`config.mk`:
```
export PLATFORM = sky130hd
export DESIGN_NAME = ipv4_arp_result_ctrl
export DESIGN_NICKNAME = d
export VERILOG_FILES = /design/src/rtl/ipv4_arp_result_ctrl.sv
export SDC_FILE = /design/constraint.sdc
export NUM_CORES = 1
export LEC_CHECK = 0
export ABC_AREA = 1
export BUFFER_PORTS_ARGS = -buffer_cell sky130_fd_sc_hd__buf_4
export CAP_MARGIN = 20
export CORE_MARGIN = 8
export CORE_UTILIZATION = 35
export CTS_CLUSTER_DIAMETER = 30
export DETAILED_ROUTE_END_ITERATION = 16
export GPL_ROUTABILITY_DRIVEN = 0
export MAX_ROUTING_LAYER = met4
export SLEW_MARGIN = 0
export SYNTH_ARGS = -nofsm -noshare
export SYNTH_HDL_FRONTEND = slang
export SYNTH_SLANG_ARGS = --single-unit
export TNS_END_PERCENT = 5
```
`constraint.sdc`:
```
create_clock -name clk -period 4.05 [get_ports clk]
set_input_delay 0.81 -clock clk [delete_from_list [all_inputs] [get_ports clk]]
set_output_delay 0.81 -clock clk [all_outputs]
set_load 0.01 [all_outputs]
```
`src/rtl/ipv4_arp_result_ctrl.sv`:
```
// Pairs ARP lookup results with their next-hop IPv4 address and registers one forwarding decision per lookup.
// Optional feature macro: ARP_MISS_HOLDOFF_EN enables duplicate-miss suppression (timer, last_miss_ip, drop path).
module ipv4_arp_result_ctrl #(
  parameter int unsigned MAC_WIDTH          = 48,
  parameter int unsigned NH_FIFO_DEPTH_BITS = 2,
  parameter int unsigned HOLDOFF_CYCLES     = 1000,
  parameter int unsigned CNT_WIDTH          = 32
) (
  input  logic                 clk,
  input  logic                 resetn,
  input  logic                 i_lookup_valid,
  input  logic [31:0]          i_lookup_ipv4,
  input  logic                 i_arp_lut_valid,
  input  logic                 i_arp_lut_eth_addr_found,
  input  logic [MAC_WIDTH-1:0] i_arp_lut_eth_addr,
  output logic                 o_rd_arp_lut,
  output logic                 o_result_valid,
  output logic [MAC_WIDTH-1:0] o_result_eth_addr,
  output logic                 o_result_to_cpu,
  output logic                 o_result_drop,
  input  logic                 i_result_rd,
  output logic                 o_sync_err,
  output logic                 o_nh_overflow,
  input  logic                 i_cnt_clear,
  output logic [CNT_WIDTH-1:0] o_hit_cnt,
  output logic [CNT_WIDTH-1:0] o_miss_cnt,
  output logic [CNT_WIDTH-1:0] o_suppress_cnt
);

  localparam int unsigned NH_DEPTH = 1 << NH_FIFO_DEPTH_BITS;
  localparam int unsigned NH_CNT_W = NH_FIFO_DEPTH_BITS + 1;
  localparam logic [15:0] HOLDOFF_RELOAD = 16'(HOLDOFF_CYCLES);

  typedef enum logic {
    ST_EMPTY,
    ST_HOLD
  } state_e;

  // Reset: asynchronous assertion, deassertion synchronised to clk.
  logic [1:0] rst_sync_q;
  logic [1:0] rst_sync_d;
  logic       rst_n;

  always_comb begin
    rst_sync_d = {rst_sync_q[0], 1'b1};
  end

  always_ff @(posedge clk or negedge resetn) begin
    if (!resetn) rst_sync_q <= '0;
    else         rst_sync_q <= rst_sync_d;
  end

  assign rst_n = rst_sync_q[1];

  logic [31:0]                   nh_mem_q [NH_DEPTH];
  logic [31:0]                   nh_mem_d [NH_DEPTH];
  logic [NH_FIFO_DEPTH_BITS-1:0] wr_ptr_q, wr_ptr_d;
  logic [NH_FIFO_DEPTH_BITS-1:0] rd_ptr_q, rd_ptr_d;
  logic [NH_CNT_W-1:0]           nh_cnt_q, nh_cnt_d;

  state_e                state_q, state_d;
  logic                  valid_q, valid_d;
  logic [MAC_WIDTH-1:0]  eth_q, eth_d;
  logic                  to_cpu_q, to_cpu_d;
  logic                  sync_err_q, sync_err_d;
  logic                  ovf_q, ovf_d;
  logic [CNT_WIDTH-1:0]  hit_cnt_q, hit_cnt_d;
  logic [CNT_WIDTH-1:0]  miss_cnt_q, miss_cnt_d;

`ifdef ARP_MISS_HOLDOFF_EN
  logic                  drop_q, drop_d;
  logic [CNT_WIDTH-1:0]  sup_cnt_q, sup_cnt_d;
  logic [15:0]           timer_q, timer_d;
  logic [31:0]           last_miss_ip_q, last_miss_ip_d;
  logic                  sup_inc;
`endif

  logic        lut_valid_g;
  logic        nh_empty;
  logic        nh_full;
  logic        reg_free;
  logic        pair;
  logic        sync_ev;
  logic        push;
  logic        ovf_ev;
  logic [31:0] nh_head;
  logic        hit_inc;
  logic        miss_inc;

  // LUT valid is masked while the synchronised reset is low so no pop leaks out.
  assign lut_valid_g  = i_arp_lut_valid & rst_n;
  assign nh_empty     = (nh_cnt_q == '0);
  assign nh_full      = (nh_cnt_q == NH_CNT_W'(NH_DEPTH));
  assign reg_free     = (state_q == ST_EMPTY) | i_result_rd;
  assign pair         = lut_valid_g & ~nh_empty & reg_free;
  assign sync_ev      = lut_valid_g &  nh_empty & reg_free;
  assign push         = i_lookup_valid & (~nh_full | pair);
  assign ovf_ev       = i_lookup_valid & nh_full & ~pair;
  assign nh_head      = nh_mem_q[rd_ptr_q];
  assign o_rd_arp_lut = pair | sync_ev;

  always_comb begin
    nh_mem_d = nh_mem_q;
    wr_ptr_d = wr_ptr_q;
    rd_ptr_d = rd_ptr_q;
    nh_cnt_d = nh_cnt_q;
    if (push) begin
      nh_mem_d[wr_ptr_q] = i_lookup_ipv4;
      wr_ptr_d           = wr_ptr_q + 1'b1;
    end
    if (pair) begin
      rd_ptr_d = rd_ptr_q + 1'b1;
    end
    case ({push, pair})
      2'b10:   nh_cnt_d = nh_cnt_q + 1'b1;
      2'b01:   nh_cnt_d = nh_cnt_q - 1'b1;
      default: nh_cnt_d = nh_cnt_q;
    endcase
  end

  always_comb begin
    state_d  = state_q;
    valid_d  = valid_q;
    eth_d    = eth_q;
    to_cpu_d = to_cpu_q;
    hit_inc  = 1'b0;
    miss_inc = 1'b0;
`ifdef ARP_MISS_HOLDOFF_EN
    drop_d         = drop_q;
    sup_inc        = 1'b0;
    last_miss_ip_d = last_miss_ip_q;
    timer_d        = (timer_q != '0) ? timer_q - 16'd1 : timer_q;
`endif
    if (pair) begin
      state_d = ST_HOLD;
      valid_d = 1'b1;
      if (i_arp_lut_eth_addr_found) begin
        eth_d    = i_arp_lut_eth_addr;
        to_cpu_d = 1'b0;
        hit_inc  = 1'b1;
`ifdef ARP_MISS_HOLDOFF_EN
        drop_d   = 1'b0;
`endif
      end else begin
        eth_d = '0;
`ifdef ARP_MISS_HOLDOFF_EN
        if ((nh_head == last_miss_ip_q) && (timer_q != '0)) begin
          to_cpu_d = 1'b0;
          drop_d   = 1'b1;
          sup_inc  = 1'b1;
        end else begin
          to_cpu_d       = 1'b1;
          drop_d         = 1'b0;
          miss_inc       = 1'b1;
          last_miss_ip_d = nh_head;
          timer_d        = HOLDOFF_RELOAD;
        end
`else
        to_cpu_d = 1'b1;
        miss_inc = 1'b1;
`endif
      end
    end else if ((state_q == ST_HOLD) && i_result_rd) begin
      state_d  = ST_EMPTY;
      valid_d  = 1'b0;
      eth_d    = '0;
      to_cpu_d = 1'b0;
`ifdef ARP_MISS_HOLDOFF_EN
      drop_d   = 1'b0;
`endif
    end
  end

  // Clear has priority over both sticky sets and counter increments.
  always_comb begin
    sync_err_d = sync_err_q | sync_ev;
    ovf_d      = ovf_q | ovf_ev;
    hit_cnt_d  = hit_cnt_q;
    miss_cnt_d = miss_cnt_q;
    if (hit_inc && (hit_cnt_q != '1))   hit_cnt_d  = hit_cnt_q + 1'b1;
    if (miss_inc && (miss_cnt_q != '1)) miss_cnt_d = miss_cnt_q + 1'b1;
`ifdef ARP_MISS_HOLDOFF_EN
    sup_cnt_d = sup_cnt_q;
    if (sup_inc && (sup_cnt_q != '1))   sup_cnt_d  = sup_cnt_q + 1'b1;
`endif
    if (i_cnt_clear) begin
      sync_err_d = 1'b0;
      ovf_d      = 1'b0;
      hit_cnt_d  = '0;
      miss_cnt_d = '0;
`ifdef ARP_MISS_HOLDOFF_EN
      sup_cnt_d  = '0;
`endif
    end
  end

  always_ff @(posedge clk or negedge rst_n) begin
    if (!rst_n) begin
      for (int unsigned i = 0; i < NH_DEPTH; i++) nh_mem_q[i] <= '0;
      wr_ptr_q   <= '0;
      rd_ptr_q   <= '0;
      nh_cnt_q   <= '0;
      state_q    <= ST_EMPTY;
      valid_q    <= 1'b0;
      eth_q      <= '0;
      to_cpu_q   <= 1'b0;
      sync_err_q <= 1'b0;
      ovf_q      <= 1'b0;
      hit_cnt_q  <= '0;
      miss_cnt_q <= '0;
`ifdef ARP_MISS_HOLDOFF_EN
      drop_q         <= 1'b0;
      sup_cnt_q      <= '0;
      timer_q        <= '0;
      last_miss_ip_q <= '0;
`endif
    end else begin
      nh_mem_q   <= nh_mem_d;
      wr_ptr_q   <= wr_ptr_d;
      rd_ptr_q   <= rd_ptr_d;
      nh_cnt_q   <= nh_cnt_d;
      state_q    <= state_d;
      valid_q    <= valid_d;
      eth_q      <= eth_d;
      to_cpu_q   <= to_cpu_d;
      sync_err_q <= sync_err_d;
      ovf_q      <= ovf_d;
      hit_cnt_q  <= hit_cnt_d;
      miss_cnt_q <= miss_cnt_d;
`ifdef ARP_MISS_HOLDOFF_EN
      drop_q         <= drop_d;
      sup_cnt_q      <= sup_cnt_d;
      timer_q        <= timer_d;
      last_miss_ip_q <= last_miss_ip_d;
`endif
    end
  end

  assign o_result_valid    = valid_q;
  assign o_result_eth_addr = eth_q;
  assign o_result_to_cpu   = to_cpu_q;
  assign o_sync_err        = sync_err_q;
  assign o_nh_overflow     = ovf_q;
  assign o_hit_cnt         = hit_cnt_q;
  assign o_miss_cnt        = miss_cnt_q;

`ifdef ARP_MISS_HOLDOFF_EN
  assign o_result_drop  = drop_q;
  assign o_suppress_cnt = sup_cnt_q;
`else
  // Without suppression the stored next-hop address has no consumer.
  logic unused_nh_bits;
  assign unused_nh_bits = ^{nh_head, HOLDOFF_RELOAD};
  assign o_result_drop  = 1'b0;
  assign o_suppress_cnt = '0;
`endif

endmodule

```
==> summary.txt, run 1 <==
Run status
  • Status: completed

Route
  • Initial DRC count: 396
  • DRC violations left: 0
  • Via/cell ratio: about 4.8
  • Detailed Routing Iterations Pass 1: 5
  • Routed length per instance: around 16 µm
  • DRT antenna net count: 0
  • Via count of the routed design: 6,434
  • Total routed wirelength: 21,500 µm

CTS
  • Post-CTS Resized: 0
  • TritonCTS clock tree: done
  • CTS root buffer: clkbuf_16
  • Clock sinks: roughly 120
  • TritonCTS Buffers: 17
  • CTS clk-pin slew, worst paths: 0.06 ns
  • Cts hold-fix bufs: 0
  • Post-CTS setup repair buffer count: 0
  • H-Tree Depth: 4
  • Worst skew pair latency: 0.42 ns
  • Clock Path Buffers: 2

Worst hold path
  • HP Class: in2async

Floorplan
  • Core area: between 0.015 and 0.02 mm²
  • Full die area: 0.0242 mm²
  • FP Rows: 51
  • Initial core utilization: 35.4%
  • DIE HEIGHT: 156 µm
  • Io pins: between 200 and 250
  • Die Wd: approximately 160 µm

Timing
  • # setup viols final: 0
  • Final slew viol count: 0
  • Setup TNS: 0 ns
  • RSZ-0062 raised after global routing: false
  • Post-route clock period utilization: 54.3%
  • Final hold violation count: 0
  • Max_slew headroom: 41.9%
  • Hold_ws: 0.166 ns
  • Final Skew: 0.0108 ns
  • Worst Tran Pin Value: 0.871 ns
  • Fin crit period: 2.20 ns
  • Fmax: 0.455 GHz

Setup path
  • Critical path data required time: 4.40 ns
  • CP max-delay cell: inv_2
  • Setup crit end kind: flip-flop
  • Worst path cell trace: ha_1 -> inv_1 -> nor2_4 -> nand2_4 -> nor2_4 -> nand2_2 -> nand2_2 -> nand2_4 -> inv_2 -> nand2_1 -> nand2_1
  • Crit Path Class: reg2reg
  • Worst-path fanout max: 29
  • Crit path launch type: flip-flop
  • CP arrival: 2.55 ns
  • CP max stage delay: 0.42 ns

Place
  • DP Wirelength: 15,700 µm
  • Port buffer count: around 170

Global route
  • Largest net degree at the start of global routing: between 60 and 70
  • Gr usage total: 18.3%
  • Antenna violations before repair: 0
  • GRT overflow: 0
  • Vias in the first global route: 6,334
  • First-pass GRT wire length: 34,300 µm

Synth
  • Yosys reg bits: 121
  • Synthesis warning total: 0
  • Register area share after synthesis: 44.4%
  • Avg Synthesized Cell Area: 7.62 µm²
  • Netlist Area Pre-Place: slightly below 0.007 mm²
  • Post-Synthesis Cells: 895
  • Main synth FF type: dfrtp_1
  • Synth unique cells: 32
  • Async SR Flop Fraction: 100%
  • EDFF count, synth: 0

Power
  • Cell Pwr Density: approximately 400 mW/mm²
  • Max VDD drop: roughly 0.27 mV
  • Power after layout: 3.59 mW
  • P_leak: 4.37 nW

Finish
  • Share of layout cells above drive strength 1: around 23%
  • Ant. Diodes: 0
  • Nets: 1,152
  • Final core utilization: 46.0%
  • Layout area overhead: 29.9%

Job
  • MaxCap Viol Count: 0
-- area by class of cell --
| cell class | instances | area [µm²] |
|---|---|---|
| clock buffers | 19 | 443 |
| clock inverters | 13 | 191 |
| fillers | 1982 | 10400 |
| inverters | 62 | 235 |
| multi-input cells | 681 | 3290 |
| flip-flops and latches | 121 | 3030 |
| well taps | 265 | 332 |
| repair buffers | 179 | 1340 |
-- cell families (layout without fill, tap and decap cells) --
group,count (synthesis),in the layout,share of synthesized area (%)
and+or+nand+nor,566,566,35.2
buffers and inverters,125,273,9.33
AOI/OAI and AO/OA,61,61,8.16
DFF,121,121,44.4
other,2,34,0.110
adders and majority gates,3,3,0.660
xor gates and xnor gates,17,17,2.18
-- registers in the layout, indices dropped and copies added, names as in the netlist --
register and count:
rst_sync_q 2, nh_cnt_q 3, o_result_to_cpu 1, o_miss_cnt 32
o_result_valid 1, o_result_eth_addr 48, o_hit_cnt 32, o_sync_err 1
o_nh_overflow 1
-- per-layer routing --
| metal | wire length, µm | track usage, % | up-vias |
|---|---|---|---|
| met3 | 1300 | 4.35 | 17 |
| met2 | 10900 | 30.6 | 170 |
| li1 | - | - | 3195 |
| met1 | 9130 | 22.0 | 3052 |
| met4 | 232 | 4.48 | 0 |
| met5 | 0 | - | - |
-- worst max-delay path: cells and delay by family (launching register included) --
family | cells | cell delay [ns]
and+or+nand+nor | 8 | 0.90
buffers and inverters | 2 | 0.53
DFF | 1 | 0.41
adders and majority gates | 1 | 0.26
-- per-stage QoR --
stage               cell area (µm²)  setup WS [ns]  std cells
finish                         8870           1.85       1340
global route                   8870           1.58       1340
CTS                            8870           1.84       1340
detailed placement             8230           1.54       1308
global placement               8230           1.56       1308
floorplan                      6940          0.821        927
-- cell usage after synthesis, types with 5 or more instances --
cell / number / area share, %
a32o_1: 48 / 7.0
buf_2: 6 / 0.44
buf_4: 33 / 3.6
clkbuf_1: 18 / 0.99
dfrtp_1: 121 / 44
inv_1: 58 / 3.2
nand2_1: 321 / 18
nand2_2: 5 / 0.46
nand3_1: 53 / 3.9
nand4_1: 39 / 3.6
nor2_1: 122 / 6.7
o21ai_0: 5 / 0.37
or2_2: 11 / 1.0
xnor2_1: 5 / 0.64
xor2_1: 12 / 1.5
-- report_power, final --
| group | switching (mW) | internal, mW |
|---|---|---|
| Combinational | 0.315 | 0.251 |
| Clock | 0.591 | 1.05 |
| Sequential | 0.0603 | 1.32 |
| Total | 0.966 | 2.62 |
-- layout by cell type (no fill, tap or decap), drive strengths merged, types with 4 or more instances in the layout --
| cell type | n |
|---|---|
| xnor2 | 5 |
| a32o | 48 |
| nand4 | 39 |
| a21oi | 5 |
| nand3 | 53 |
| or2 | 11 |
| o21ai | 5 |
| nor2 | 129 |
| conb | 34 |
| inv | 65 |
| buf | 179 |
| bufinv | 4 |
| nand2 | 329 |
| clkbuf | 19 |
| xor2 | 12 |
| dfrtp | 121 |
-- worst paths after layout --
| kind | to | cells past startpoint | start | slack (ns) |
|---|---|---|---|---|
| worst max-delay path | o_miss_cnt[24] | 11 | o_miss_cnt[0] | 1.85 |
| worst min-delay path | rst_sync_q[1] | 1 | resetn | 0.17 |
| worst max register to register | o_miss_cnt[24] | 11 | o_miss_cnt[0] | 1.85 |
| worst min register to register | rst_sync_q[1] | 0 | rst_sync_q[0] | 0.35 |
| max in group asynchronous | o_hit_cnt[29] | 2 | rst_sync_q[1] | 2.19 |
| min in group clk | rst_sync_q[1] | 0 | rst_sync_q[0] | 0.35 |
Power figures use the tool's default switching activity.
==> inputs of run 2 (changes only) <==
==> constraint.sdc (replaced) <==
create_clock -name clk -period 1.8 [get_ports clk]
set_input_delay 0.36 -clock clk [delete_from_list [all_inputs] [get_ports clk]]
set_output_delay 0.36 -clock clk [all_outputs]
set_load 0.01 [all_outputs]
==> run 2 against run 1 <==
Worst hold slack worse by 0.013 ns; sequential share of layout area down 2.9 points; setup slack worse by 1.8 ns; sequential power up 120%; first-iteration DRC count up 12%; design area up 9.4%; routed wire length up 4.2%; sequential cell count unchanged; clock power up 130%; clock skew up 0.0014 ns.
==> summary.txt, run 2 (synthesized netlist as in run 1, its figures left out) <==
Global route
  • Largest net degree at the start of global routing: 120 (+79%)
  • Gr busiest metal: met2
  • Vias in the first global route: 6,598 (+4.2%)
  • Global routing usage on met3: 4.29% (-0.055 points)
  • GR Util met2: 32.0% (+1.4 points)
  • Antenna violations before repair: 0 (unchanged)
  • Gr usage total: 19.0% (+0.74 points)
  • GRT overflow: 0 (unchanged)
  • GR Util met1: 22.7% (+0.68 points)
  • First-pass GRT wire length: 35,400 µm (+3.2%)

Timing
  • Worst Tran Pin Value: 0.733 ns (-0.138 ns)
  • Fmax: 0.583 GHz (+28%)
  • # setup viols final: 0 (unchanged)
  • Final slew viol count: 0 (unchanged)
  • Fin crit period: 1.71 ns (-0.484 ns)
  • Max_slew headroom: 51.1% (+9.2 points)
  • RSZ-0062 raised after global routing: false
  • Post-route clock period utilization: 95.3% (+41 points)
  • Final hold violation count: 0 (unchanged)
  • Final Skew: 0.0122 ns (+0.00139 ns)

Setup path
  • CP arrival: 2.02 ns (-0.53 ns)
  • R2R Path Start: rst_sync_q[1]
  • Cell mode on critical path: nand2_2
  • CP max-delay cell: dfrtp_4
  • Worst R2R Path Depth: 11 (unchanged)
  • Setup crit end kind: flip-flop
  • Crit path depth: 11 (unchanged)
  • Worst-path fanout max: 3 (-90%)
  • CP max stage delay: 0.42 ns (about the same)
  • Setup crit start: rst_sync_q[1]
  • Crit Path Class: reg2reg
  • Family with the most delay on the worst path: simple AND/OR/NAND/NOR gates
  • CP Buf/Inv Count: 2 (unchanged)
  • Crit path launch type: flip-flop
  • Critical path data required time: 2.11 ns (-2.29 ns)
  • Worst path cell trace: nand2_2 -> inv_2 -> nand2_4 -> nor2_4 -> nand2_2 -> fa_2 -> or2_4 -> nand2_2 -> nand2_1 -> nand2_1 -> inv_2

Route
  • Via count of the routed design: 6,786 (+5.5%)
  • Total routed wirelength: 22,400 µm (+4.2%)
  • Detailed Routing Iterations Pass 1: 5 (unchanged)
  • Routed length per instance: 15.7 µm (-2.3%)
  • DRT antenna net count: 0 (unchanged)
  • Via/cell ratio: 4.75 (-1.1%)
  • Initial DRC count: 443 (+12%)
  • DRC violations left: 0 (unchanged)

Run status
  • Status: completed

Worst hold path
  • Hold path start: i_arp_lut_eth_addr[10]
  • Worst hold path cell count: 2
  • HP Class: in2reg

Finish
  • Most frequent cells in the layout: 315 x nand2_1, 260 x buf_4, 120 x nor2_1
  • Max FFs per register: 48 (unchanged)
  • Layout area overhead: 42.1%
  • Commonest non-fill, non-tap cell in the layout: nand2_1
  • Ant. Diodes: 0 (unchanged)
  • Fill cells: 1,916 (-3.3%)
  • Share of layout cells above drive strength 1: 30.1% (+7.4 points)
  • Final core utilization: 50.3% (+4.3 points)
  • Nets: 1,241 (+7.7%)

CTS
  • CTS root buffer: clkbuf_16
  • Clock Path Buffers: 2 (unchanged)
  • TritonCTS Buffers: 17 (unchanged)
  • CTS clk-pin slew, worst paths: 0.06 ns (about the same)
  • TritonCTS clock tree: done
  • Clock sinks: 121 (unchanged)
  • H-Tree Depth: 4 (unchanged)
  • Worst skew pair latency: 0.42 ns (about the same)

Power
  • P_leak: 4.87 nW (+11%)
  • Cell Pwr Density: 860 mW/mm² (+110%)
  • Power after layout: 8.34 mW (+130%)
  • Max VDD drop: 0.594 mV (+120%)

Job
  • MaxCap Viol Count: 0 (unchanged)

Floorplan
  • Core area: 0.0193 mm² (unchanged)
  • DIE HEIGHT: 156 µm (unchanged)
  • Io pins: 237 (unchanged)
  • Initial core utilization: 35.4% (unchanged)
  • Die Wd: 156 µm (unchanged)
  • Full die area: 0.0242 mm² (unchanged)
  • FP Rows: 51 (unchanged)

Place
  • Port buffer count: 171 (unchanged)
  • DP Wirelength: 16,600 µm (+5.3%)
run 2: cell types whose count changed in the layout (fill, tap and decap cells not counted), sizes merged:
cell / before / now
buf: 179 / 267
clkbuf: 19 / 17
clkinv: 3 / 4
clkinvlp: 3 / 2
dlygate4sd3: 0 / 1
inv: 65 / 67
run 2: metal layers:
| metal | wire length [µm] | part of all wire, % |
|---|---|---|
| met5 | 0 | 0 |
| met2 | 11400 | 51 |
| met3 | 1050 | 4.7 |
| met1 | 9640 | 43 |
| met4 | 355 | 1.6 |
run 2: final cells by class:
| cell class | instances | area [µm²] | share of cell area, % |
|---|---|---|---|
| multi-input cells | 681 | 3350 | 34.5 |
| flip-flops and latches | 121 | 3030 | 31.3 |
| inverters | 62 | 243 | 2.50 |
| repair buffers | 268 | 2100 | 21.7 |
| well taps | 265 | 332 | 3.42 |
| clock buffers | 17 | 425 | 4.39 |
| clock inverters | 15 | 214 | 2.21 |
run 2: repair_timing:
action	CTS	global route
endpoints found under the setup margin	1	60
pin swaps	0	8
setup buffers	0	5
endpoints found under the hold margin	2	0
hold buffers	1	0
gates resized for setup	1	18
run 2: power by group:
part           leakage, nW  total [mW]  internal (mW)  switching (mW)
Combinational         2.92        1.50          0.701           0.799
Sequential            1.65        3.10           2.96           0.135
Clock                0.305        3.74           2.35            1.40
run 2: final timing paths:
check,endpoint,slack (ns)
max,nh_cnt_q[2],0.09
min,o_result_eth_addr[10],0.15
max reg2reg,nh_cnt_q[2],0.09
min reg2reg,rst_sync_q[1],0.35
max in group asynchronous,o_hit_cnt[4],0.65
min in group asynchronous,rst_sync_q[0],0.27
run 2: per-stage QoR:
stage / TNS, ns / setup slack [ns] / cells / hold WS [ns] / instance area [µm²]
global route: 0 / 0.00347 / 1429 / 0.136 / 9700
detailed placement: 0 / 0.0639 / 1391 / 0.152 / 8970
finish: 0 / 0.0854 / 1429 / 0.153 / 9700
CTS: 0 / 0.0199 / 1424 / 0.139 / 9620
global placement: 0 / 0.0713 / 1391 / 0.152 / 8970
floorplan: -68.69 / -0.728 / 927 / 0.0644 / 6980
run 2: worst register-to-register path, cell delays in order (launching register included):
cell and delay, ns:
dfrtp_4 0.42, nand2_2 0.05, inv_2 0.06, nand2_4 0.05, nor2_4 0.11, nand2_2 0.08
fa_2 0.37, or2_4 0.24, nand2_2 0.06, nand2_1 0.04, nand2_1 0.08, inv_2 0.04
==> inputs of run 3 (changes only) <==
--- a/config.mk
+++ b/config.mk
@@ -14,6 +14,7 @@
 export DETAILED_ROUTE_END_ITERATION = 16
 export GPL_ROUTABILITY_DRIVEN = 0
 export MAX_ROUTING_LAYER = met4
+export REMOVE_ABC_BUFFERS = 1
 export SLEW_MARGIN = 0
 export SYNTH_ARGS = -nofsm -noshare
 export SYNTH_HDL_FRONTEND = slang
==> constraint.sdc (replaced) <==
create_clock -name clk -period 1.75 [get_ports clk]
set_input_delay 0.35 -clock clk [delete_from_list [all_inputs] [get_ports clk]]
set_output_delay 0.35 -clock clk [all_outputs]
set_load 0.01 [all_outputs]
==> run 3 against run 2 <==
Clock power fell by 7.2%; count of clock-buffer cells in the layout did not move; clock skew fell by 0.00083 ns; first-iteration DRC count fell by 2.5%; die area did not move; combinational power rose by 4%; critical path depth did not move; sequential cell count did not move; core utilization rose by 0.19 points; worst hold slack got worse by 0.0088 ns; highest routed layer unchanged.
==> summary.txt, run 3 (synthesized netlist as in run 1, its figures left out) <==
Run status
  • Status: completed

Global route
  • GRT overflow: 0 (unchanged)
  • First-pass GRT wire length: 35,200 µm (-0.51%)
  • Vias in the first global route: 6,654 (+0.85%)
  • Gr usage total: 18.7% (-0.36 points)
  • Antenna violations before repair: 0 (unchanged)
  • Largest net degree at the start of global routing: 49 (-59%)

Route
  • Via/cell ratio: 4.75 (about the same)
  • Met1 WL: 9850 µm (+2.2%)
  • DRC violations left: 0 (unchanged)
  • Initial DRC count: 432 (-2.5%)
  • WL met2: 10,500 µm (-7.8%)
  • Routed length per instance: 15.3 µm (-2.4%)
  • Via count of the routed design: 6,855 (+1.0%)
  • DRT antenna net count: 0 (unchanged)
  • Top routing layer used: met4
  • Met3 WL: 1270 µm (+21%)
  • Total routed wirelength: 22,100 µm (-1.5%)
  • Detailed Routing Iterations Pass 1: 5 (unchanged)

Timing
  • Final Skew: 0.0114 ns (-0.000830 ns)
  • # setup viols final: 0 (unchanged)
  • Max_slew headroom: 53.8% (+2.6 points)
  • Final slew viol count: 0 (unchanged)
  • Worst Tran Pin Value: 0.694 ns (-0.0397 ns)
  • Final hold violation count: 0 (unchanged)
  • Fmax: 0.593 GHz (+1.8%)
  • RSZ-0062 raised after global routing: true
  • Fin worst setup slack: 0.0649 ns (-0.0204 ns)
  • Fin crit period: 1.69 ns (-0.0296 ns)
  • Post-route clock period utilization: 96.3% (+1.0 points)
  • Setup TNS: 0 ns (unchanged)

Setup path
  • Crit Path Class: reg2reg
  • Cell mode on critical path: nand2_2
  • Worst path cell trace: nand2_2 -> inv_2 -> nand2_4 -> nor2_4 -> nand2_2 -> fa_2 -> or2_4 -> nand2_2 -> nand2_1 -> nand2_1 -> inv_1
  • Critical path data required time: 2.06 ns (-0.05 ns)
  • Setup crit end kind: flip-flop
  • Crit path launch type: flip-flop
  • CP max stage delay: 0.40 ns (-0.02 ns)
  • Worst-path fanout max: 3 (unchanged)
  • Family with the most delay on the worst path: simple AND/OR/NAND/NOR gates
  • CP Buf/Inv Count: 2 (unchanged)
  • CP max-delay cell: dfrtp_4
  • CP arrival: 2.00 ns (-0.02 ns)

Job
  • MaxCap Viol Count: 0 (unchanged)

Floorplan
  • Initial core utilization: 35.4% (unchanged)
  • Io pins: 237 (unchanged)
  • Core area: 0.0193 mm² (unchanged)
  • FP Rows: 51 (unchanged)
  • Full die area: 0.0242 mm² (unchanged)
  • DIE HEIGHT: 156 µm (unchanged)
  • Die Wd: 156 µm (unchanged)

CTS
  • Clock sinks: 121 (unchanged)
  • CTS clk-pin slew, worst paths: 0.06 ns (about the same)
  • Clock Path Buffers: 2 (unchanged)
  • Worst skew pair latency: 0.42 ns (about the same)
  • CTS root buffer: clkbuf_16
  • TritonCTS clock tree: done
  • H-Tree Depth: 4 (unchanged)
  • TritonCTS Buffers: 17 (unchanged)

Finish
  • Nets: 1,255 (+1.1%)
  • Share of layout cells above drive strength 1: 30.6% (+0.58 points)
  • Most frequent cells in the layout: 314 x nand2_1, 271 x buf_4, 120 x dfrtp_1
  • Commonest non-fill, non-tap cell in the layout: nand2_1
  • Layout area overhead: 42.7%
  • Final core utilization: 50.5% (+0.19 points)
  • Max FFs per register: 48 (unchanged)
  • Ant. Diodes: 0 (unchanged)

Worst hold path
  • HP Class: in2reg

Place
  • Pre-CTS setup slack: -0.148 ns (-0.212 ns)
  • DP Wirelength: 16,800 µm (+1.5%)
  • Port buffer count: 171 (unchanged)

Power
  • Power after layout: 8.22 mW (-1.4%)
  • Clock power frac: 42.2% (-2.7 points)
  • Switch Pwr: 2.39 mW (+2.7%)
  • Sw Share: 29.1% (+1.2 points)
  • P_leak: 4.91 nW (+0.86%)
  • Comb power frac: 19.0% (+1.0 points)
  • Sequential power share: 38.8% (+1.7 points)
  • Cell-internal power: 5.83 mW (-3.0%)
  • Max VDD drop: 0.666 mV (+12%)
  • Cell Pwr Density: 844 mW/mm² (-1.8%)
run 3: cell types whose count changed in the layout (fill, tap and decap cells not counted), sizes merged:
| cell | before | now |
|---|---|---|
| clkinvlp | 2 | 4 |
| bufinv | 4 | 1 |
| inv | 67 | 71 |
| buf | 267 | 281 |
| clkinv | 4 | 1 |
run 3: stage by stage:
| stage | hold WS, ns | cell area (µm²) | cells |
|---|---|---|---|
| floorplan | 0.0544 | 6540 | 864 |
| global placement | 0.142 | 9060 | 1407 |
| CTS | 0.125 | 9660 | 1440 |
| finish | 0.144 | 9740 | 1443 |
| global route | 0.124 | 9740 | 1443 |
| detailed placement | 0.141 | 9060 | 1407 |
run 3: final cells by class:
type | instances | area [µm²]
fillers | 1931 | 9540
multi-input cells | 681 | 3340
flip-flops and latches | 121 | 3030
repair buffers | 282 | 2220
clock buffers | 17 | 425
well taps | 265 | 332
inverters | 62 | 235
clock inverters | 15 | 155
run 3: power groups by stage:
stage | registers (mW) | clock network [mW] | logic [mW]
2_1_floorplan | 3.36 | 0 | 0.512
3_3_place_gp | 3.23 | 0 | 1.50
3_5_place_dp | 3.24 | 0 | 1.51
4_1_cts | 3.18 | 3.55 | 1.52
5_1_grt | 3.21 | 3.70 | 1.72
6_report | 3.19 | 3.47 | 1.56
run 3: routing by layer:
layer | up-vias | global-route usage [%]
met3 | 38 | 4.60
met4 | 0 | 6.52
met1 | 3172 | 22.6
li1 | 3411 | -
met5 | - | -
met2 | 234 | 30.0
run 3: final timing paths:
check,depth (start not counted),end,startpoint,slack (ns)
setup / recovery,11,nh_cnt_q[2],rst_sync_q[1],0.06
hold / removal,2,o_result_eth_addr[31],i_arp_lut_eth_addr[31],0.14
setup reg to reg,11,nh_cnt_q[2],rst_sync_q[1],0.06
hold reg to reg,0,rst_sync_q[1],rst_sync_q[0],0.35
max in group asynchronous,2,o_hit_cnt[8],rst_sync_q[1],0.32
min in group asynchronous,2,rst_sync_q[1],resetn,0.28
run 3: timing repair:
action	CTS	global route
hold buffers	1	0
resized for setup	4	19
pin swaps	2	7
buffers inserted	0	3
setup endpoints to repair	2	99
endpoints found under the hold margin	2	0
